**src/rtl/uart_rx_core.sv**
```systemverilog
// uart_rx_core: parametrised UART receiver with 2-FF input synchroniser,
// start/parity/stop validation and a valid/ready output with per-word error
// flags. Define UART_RX_FIFO_EN to get a FIFO_DEPTH-entry first-word-fall-
// through queue; otherwise a single holding register buffers one word.
module uart_rx_core #(
    parameter int CLK_HZ     = 50000000,
    parameter int BAUD       = 115200,
    parameter int DATA_BITS  = 8,
    parameter int PARITY     = 0,
    parameter int STOP_BITS  = 1,
    parameter int FIFO_DEPTH = 4
) (
    input  logic                 clk,
    input  logic                 reset,
    input  logic                 uart_rx,
    output logic [DATA_BITS-1:0] rx_data,
    output logic                 rx_parity_err,
    output logic                 rx_frame_err,
    output logic                 rx_valid,
    input  logic                 rx_ready,
    output logic                 rx_overrun,
    output logic                 rx_busy
);

    localparam int CLKS_PER_BIT = CLK_HZ / BAUD;
    localparam int CW = $clog2(CLKS_PER_BIT + 1);
    localparam int BW = $clog2(DATA_BITS);
    localparam int WW = DATA_BITS + 2;
    // The start counter is loaded one short because the edge is only seen a
    // cycle after the synchronised line has fallen.
    localparam logic [CW-1:0] HALF_LOAD = CW'(CLKS_PER_BIT / 2 - 1);
    localparam logic [CW-1:0] FULL_LOAD = CW'(CLKS_PER_BIT);

    if (DATA_BITS < 5 || DATA_BITS > 9) begin : g_bad_data_bits
        $error("uart_rx_core: DATA_BITS must be 5..9");
    end
    if (PARITY < 0 || PARITY > 2) begin : g_bad_parity
        $error("uart_rx_core: PARITY must be 0, 1 or 2");
    end
    if (STOP_BITS < 1 || STOP_BITS > 2) begin : g_bad_stop_bits
        $error("uart_rx_core: STOP_BITS must be 1 or 2");
    end
    if (FIFO_DEPTH < 2 || (FIFO_DEPTH & (FIFO_DEPTH - 1)) != 0) begin : g_bad_depth
        $error("uart_rx_core: FIFO_DEPTH must be a power of 2, at least 2");
    end

    typedef enum logic [2:0] {
        S_IDLE, S_START, S_DATA, S_PARITY, S_STOP, S_BREAK
    } state_t;

    state_t               state, next_state;
    logic                 sync_a, sync_b, line_prev, fall;
    logic [CW-1:0]        cnt, cnt_next;
    logic [BW-1:0]        bit_idx, bit_next;
    logic [DATA_BITS-1:0] shift;
    logic                 shift_en, parity_err, perr_next, tick;
    logic                 push;
    logic [WW-1:0]        push_word, head;
    logic                 pop, accept;

    // Bring the asynchronous line into the clock domain and remember the
    // previous synchronised level for falling-edge detection.
    always_ff @(posedge clk or negedge reset) begin
        if (!reset) begin
            sync_a    <= 1'b1;
            sync_b    <= 1'b1;
            line_prev <= 1'b1;
        end else begin
            sync_a    <= uart_rx;
            sync_b    <= sync_a;
            line_prev <= sync_b;
        end
    end

    assign fall = line_prev & ~sync_b;
    assign tick = (cnt <= CW'(1));

    // Receiver state, baud counter, bit index and data shift register.
    always_ff @(posedge clk or negedge reset) begin
        if (!reset) begin
            state      <= S_IDLE;
            cnt        <= '0;
            bit_idx    <= '0;
            shift      <= '0;
            parity_err <= 1'b0;
        end else begin
            state      <= next_state;
            cnt        <= cnt_next;
            bit_idx    <= bit_next;
            parity_err <= perr_next;
            if (shift_en) begin
                shift <= {sync_b, shift[DATA_BITS-1:1]};
            end
        end
    end

    // Frame sequencing: decide where each bit-centre sample goes.
    always_comb begin
        next_state = state;
        cnt_next   = (cnt != '0) ? cnt - CW'(1) : '0;
        bit_next   = bit_idx;
        perr_next  = parity_err;
        shift_en   = 1'b0;
        push       = 1'b0;
        case (state)
            S_IDLE: begin
                cnt_next = '0;
                if (fall) begin
                    next_state = S_START;
                    cnt_next   = HALF_LOAD;
                    perr_next  = 1'b0;
                end
            end
            S_START: begin
                if (tick) begin
                    if (!sync_b) begin
                        next_state = S_DATA;
                        cnt_next   = FULL_LOAD;
                        bit_next   = '0;
                    end else begin
                        next_state = S_IDLE;
                    end
                end
            end
            S_DATA: begin
                if (tick) begin
                    shift_en = 1'b1;
                    cnt_next = FULL_LOAD;
                    if (bit_idx == BW'(DATA_BITS - 1)) begin
                        next_state = (PARITY != 0) ? S_PARITY : S_STOP;
                    end else begin
                        bit_next = bit_idx + BW'(1);
                    end
                end
            end
            S_PARITY: begin
                if (tick) begin
                    cnt_next   = FULL_LOAD;
                    perr_next  = (PARITY == 1) ? ~(^shift ^ sync_b) : (^shift ^ sync_b);
                    next_state = S_STOP;
                end
            end
            S_STOP: begin
                if (tick) begin
                    push       = 1'b1;
                    next_state = (!sync_b && shift == '0) ? S_BREAK : S_IDLE;
                end
            end
            S_BREAK: begin
                if (sync_b) begin
                    next_state = S_IDLE;
                end
            end
            default: next_state = S_IDLE;
        endcase
    end

    assign push_word = {~sync_b, parity_err, shift};
    assign pop       = rx_valid & rx_ready;

`ifdef UART_RX_FIFO_EN
    localparam int AW = $clog2(FIFO_DEPTH);

    logic [WW-1:0] mem [FIFO_DEPTH];
    logic [AW:0]   wptr, rptr;
    logic          empty, full;

    assign empty  = (wptr == rptr);
    assign full   = (wptr[AW] != rptr[AW]) && (wptr[AW-1:0] == rptr[AW-1:0]);
    assign accept = push & (~full | pop);

    // Queue pointers; the extra top bit tells full from empty.
    always_ff @(posedge clk or negedge reset) begin
        if (!reset) begin
            wptr <= '0;
            rptr <= '0;
        end else begin
            if (accept) wptr <= wptr + 1'b1;
            if (pop)    rptr <= rptr + 1'b1;
        end
    end

    // Queue storage, written only when a completed word is accepted.
    always_ff @(posedge clk) begin
        if (accept) begin
            mem[wptr[AW-1:0]] <= push_word;
        end
    end

    assign head       = empty ? '0 : mem[rptr[AW-1:0]];
    assign rx_valid   = ~empty;
    assign rx_overrun = push & full & ~pop;
`else
    logic [WW-1:0] hold_word;
    logic          hold_valid;

    assign accept = push & (~hold_valid | pop);

    // Single holding register standing in for the queue.
    always_ff @(posedge clk or negedge reset) begin
        if (!reset) begin
            hold_word  <= '0;
            hold_valid <= 1'b0;
        end else if (accept) begin
            hold_word  <= push_word;
            hold_valid <= 1'b1;
        end else if (pop) begin
            hold_valid <= 1'b0;
        end
    end

    assign head       = hold_valid ? hold_word : '0;
    assign rx_valid   = hold_valid;
    assign rx_overrun = push & hold_valid & ~pop;
`endif

    assign rx_data       = head[DATA_BITS-1:0];
    assign rx_parity_err = head[DATA_BITS];
    assign rx_frame_err  = head[DATA_BITS+1];
    assign rx_busy       = (state != S_IDLE);

endmodule

```
**config.mk**
```make
export PLATFORM = sky130hd
export DESIGN_NAME = uart_rx_core
export DESIGN_NICKNAME = d
export VERILOG_FILES = /design/src/rtl/uart_rx_core.sv
export SDC_FILE = /design/constraint.sdc
export NUM_CORES = 1
export LEC_CHECK = 0
export BUFFER_PORTS_ARGS = -buffer_cell sky130_fd_sc_hd__buf_2
export CAP_MARGIN = 20
export CORE_UTILIZATION = 45
export DETAILED_ROUTE_END_ITERATION = 6
export PLACE_DENSITY_LB_ADDON = 0.12
export SYNTH_ARGS = -nofsm -noshare
export SYNTH_HDL_FRONTEND = slang
export SYNTH_SLANG_ARGS = --single-unit
export TNS_END_PERCENT = 5
```
**constraint.sdc**
```tcl
create_clock -name clk -period 1.82 [get_ports clk]
set_input_delay 0.182 -clock clk [delete_from_list [all_inputs] [get_ports clk]]
set_output_delay 0.182 -clock clk [all_outputs]
set_load 0.01 [all_outputs]
```
# --- Word level (Yosys, flattened, before mapping) ---
# Index checks and enable logic that the tools add are counted.
word_totals:
  register_bits: 38
  latch_bits: 0
  mem_bits_rw: 0
  romBits: 0
  output_inout_bits: 13
  word_cells: 82
  memories: 0
op_classes:
  n_addsub: 2
  n_mul: 0
  n_div: 0
  order_cmp: 1
  n_eq_ne: 15
  shift: 0
  n_mux: 30
  bitwise_logic: 10
  n_reduce_logical: 14
op_table:
  columns: ["op", "n"]
  rows:
  - ["3-bit two-way mux", 12]
  - ["9-bit two-way mux", 4]
  - ["9-bit one-hot mux with 3 select lines", 1]
  - ["2-bit != test (second input constant)", 9]
  - ["3-bit one-hot mux with 6 select lines", 1]
  - ["10-bit two-way mux", 1]
  - ["3-bit == test (second input constant)", 3]
  - ["9-bit by 1-bit <= comparator with 1-bit output (second input constant)", 1]
  - ["9-bit nonzero test", 1]
  - ["9-bit by 1-bit subtractor with 9-bit output (second input constant)", 1]
  - ["8-bit logical NOT", 1]
  - ["8-bit two-way mux", 1]
  - ["8-bit XOR reduction", 1]
  - ["1-bit two-way mux", 7]
  - ["7-bit AND reduction", 1]
  - ["3-bit by 2-bit == test with 1-bit output (second input constant)", 2]
  - ["3-bit one-hot mux with 2 select lines", 1]
  - ["2-bit nonzero test", 3]
  - ["1-bit AND", 5]
  - ["5-bit AND reduction", 1]
  - ["3-bit by 1-bit adder with 3-bit output (second input constant)", 1]
  - ["3-bit by 1-bit == test with 1-bit output (second input constant)", 1]
  - ["3-bit logical NOT", 1]
  - ["1-bit NOT", 3]
  - ["9 further kinds", 9]

# --- Depth between registers and ports, before layout ---
depth:
  depth_word: 5
  depth_mapped: 7
  depth_no_buf: 6

# --- Worst setup path after synthesis ---
# OpenSTA, ideal clock, no wires.
synth_timing:
  path_kind: "flip-flop to flip-flop"
  start: "register cnt[3]"
  end: "register hold_word[0]"
  setup_time_ps: 125
  arrival_time_ps: 1884
  required_time_ps: 1695
  slack_ps: -188
  path_stages_with_launch: 6
  path_buffers: 1
  synth_period_minus_slack_ps: 2008
  path_cell_list: "dfrtp_1 nor4_4 nand4b_4 nor4b_2 buf_6 mux2_2"
synth_via:
  elab_chain_len: 4
synth_rtl:
  columns: ["element", "line_no", "rtl"]
  rows:
  - ["start, declared", "53", "logic [CW-1:0] cnt, cnt_next;"]
  - ["start signal, assigned", "88", "cnt <= cnt_next;"]
  - ["9-bit by 1-bit <= comparator with 1-bit output", "76", "assign tick = (cnt <= CW'(1));"]
  - ["1-bit two-way mux", "144", "if (tick) begin"]
  - ["1-bit two-way mux", "105", "case (state)"]
  - ["1-bit AND", "197", "assign accept = push & (~hold_valid | pop);"]
  - ["end signal, assigned", "205", "hold_word <= push_word;"]
  - ["end, declared", "194", "logic [WW-1:0] hold_word;"]
# Every way passes these cells.
# A chain may end at the register's enable or synchronous reset.

# --- Worst setup path in the final report ---
layout_timing:
  start: "register cnt[3]"
  end: "register hold_word[4]"
# Same word-level chain as after synthesis.

==> impl_metrics.yaml <==
timing:
  rsz0062_at_grt: "true"
  timing.final.hold_violations: 0
  setup_violations: 16
  maxSlewHeadroom_pct: 67.8
  tightest_slew_ns: 0.482
  hold_ws_ns: 0.197
  timing.setup.tns_ns: -0.524
  fmax_ghz: 0.531
  min_period_over_period_pct: 103
  fin_crit_ns: 1.88
  maxSlewViolCount: 0
  setup_ws_ns: -0.0617
  clock_skew_ns: 0.00691
cts:
  cts_buffers: 5
  cts_sinks: 38
  cts_max_level: 2
  cts_tree: "yes"
  clockRootBuffer: "clkbuf_8"
  cts.reportedPaths.clkPinSlew_ns: 0.07
  clock_latency_ns: 0.29
  cts_buffer_depth: 2
critical_path:
  rr_endpoint: "hold_word[4]"
  crit_family: "simple AND/OR/NAND/NOR gates"
  worstPathArrival_ns: 2.07
  cp_max_fo: 5
  crit_path_start_kind: "flop"
  path_buf_inv: 1
  cp_cell_sequence: "nor4_4 > nand4b_4 > nor4b_4 > buf_4 > mux2_2"
  crit_type: "flop to flop"
  reg2reg_depth: 5
  crit_required_ns: 2.00
  slowest_stage: "dfrtp_2"
  slowest_delay_ns: 0.44
  r2r_start: "cnt[3]"
  rrSetupSlack_ns: -0.06
  endpoint_kind: "flop"
place:
  port-buffer-count: 16
  dpl.hpwl_mm: 2.85
  placed_area_um2: 2140
  place_ws_ns: -0.0522
  routabilityCongestion: 0.795
  dpl.cell_count: 254
grt:
  first_global_vias: 1331
  gr-usage-all-layers_pct: 20.2
  antenna_found_initial: 0
  grt_overflow: 0
  grt_pass1_wl_mm: 6.52
  grt_max_degree: 39
route:
  wirelength_mm: 4.00
  drt-vias-per-instance: 5.37
  wl_per_cell_um: 14.9
  antenna_left: 0
  via_count: 1440
  detail_route.first_pass.iterations: 4
  drtIter0Drc: 88
  drc_errors: 0
synth:
  yosysTopAreaCellShare_pct: 45.6
  ys_seq_area_share_pct: 49.7
  postSynthCellCount: 179
  synth_cell_types: 38
  ys_top_cells_by_area: "dfrtp_1 46%, mux2_2 6.5%, ha_1 5.2%"
  synth_top_cell_by_area: "dfrtp_1"
  synth-seq-cells: 38
  syn_area_per_cell_um2: 10.7
  synth_area_um2: 1920
  yosysWarnings: 0
  syn-num-nets: 191
layout:
  fin_util_pct: 57.4
  final_nets: 229
  syn2layout_area_growth_pct: 21.3
  layout.cells.non_filler: 268
  layout_commonest_cell: "dfrtp_1"
  final_cell_mix: "34 x dfrtp_1, 17 x buf_4, 16 x buf_2"
  nFillCells: 348
  insertedDiodeCount: 0
  final_cell_area_um2: 2330
  drive_gt1_share_pct: 30.7
power:
  power.leakage_nw: 1.12
  powerDensity_nw_per_um2: 1260
  ir_drop_v: 0.000512
  finalPower_mw: 2.92
die:
  die_width_um: 67.3
  core_um2: 4060
  dieArea_um2: 4530
  io_pins: 17
  die_y_um: 67.3
  rows: 23
  start_util_pct: 47.3
worst_hold_path:
  hold_depth: 3
  hold_end: "rx_valid"
  min-delay-start: "rx_ready"
  hold_path.class: "input port to flop"
outcome:
  status: "finished with violations"
  violations: "setup timing"
run:
  cap_violations: 0
==> kinds of logic (layout without fill, tap and decap cells) <==
kind of cell             after synthesis  count (layout)  synth area share [%]
buffers and inverters                 20              59                  4.30
flip-flops                            38              38                  49.7
AND/OR/NAND/NOR                       59              59                  18.9
adder cells (fa/ha/maj)                8               8                  5.22
multiplexers                          11              11                  6.45
XOR/XNOR                              10              10                  4.56
AO/OA/AOI/OAI                         33              33                  10.8
==> Yosys cell counts <==
master      n
a211o_2     1
a21oi_1     2
a22o_1      2
a2bb2oi_1   1
a31oi_1     1
a32oi_1     1
and2_1     10
and3_2      1
and4_2      1
buf_6       1
clkbuf_1    5
dfrtp_1    35
dfstp_2     3
ha_1        8
inv_1      14
mux2_2     11
nand2_1     8
nand2b_1    3
nand3_1    10
nand3b_1    1
nand4_1     3
nand4b_4    1
nor2_1      8
nor2b_1     2
nor3_1      5
nor3b_1     1
nor4_4      1
nor4b_2     1
o211ai_1    4
o21ai_0    17
o21bai_1    1
o31ai_1     2
o41ai_1     1
or3_1       1
or3_2       1
or3b_2      1
xnor2_1     6
xor2_1      4
==> how the worst max path moves through the flow <==
stage               cells after the start   start      endpoint
floorplan                               5  cnt[4]  hold_word[0]
global placement                        5  cnt[4]  hold_word[7]
detailed placement                      7  cnt[1]  hold_word[5]
CTS                                     5  cnt[4]  hold_word[5]
global route                            5  cnt[3]    rx_overrun
finish                                  5  cnt[3]  hold_word[4]
==> state kept, by name, indices dropped and copies added (netlist names) <==
signal,cells
hold_word,10
cnt,9
shift,8
bit_idx,3
state,3
line_prev,1
parity_err,1
rx_valid,1
sync_a,1
sync_b,1
==> metal layers <==
layer,part of all wire (%),GRT usage [%],up-vias,wire [um]
met4,1.4,7.18,0,56
met3,4.5,6.42,5,181
met1,51,28.7,698,2040
li1,-,-,699,-
met2,43,28.6,38,1710
met5,0,0,-,0
==> report_power, final <==
group / internal (mW) / switching (mW) / total [mW]
Combinational: 0.577 / 0.595 / 1.17
Clock: 0.265 / 0.291 / 0.556
Sequential: 1.01 / 0.184 / 1.19
==> tightest hold or removal path, stage by stage <==
cell	delay, ns
buf_2	0.07
nand2b_1	0.14
nand2_1	0.06
==> repair_timing <==
item,4_1_cts,5_1_grt
hold buffers,2,0
hold endpoints to repair,36,0
gates cloned,0,1
endpoints found under the setup margin,14,28
pin swaps,0,3
buffers inserted,0,3
gates resized for setup,0,19
==> cell type report <==
type / instances / area [um^2] / area share [%]
flip-flops and latches: 38 / 956 / 41.1
multi-input cells: 121 / 923 / 39.7
repair buffers: 37 / 250 / 10.8
clock buffers: 6 / 72.6 / 3.12
well taps: 50 / 62.6 / 2.69
inverters: 14 / 52.6 / 2.26
clock inverters: 2 / 10.0 / 0.430
No activity file was read; power rests on OpenSTA's default activity.
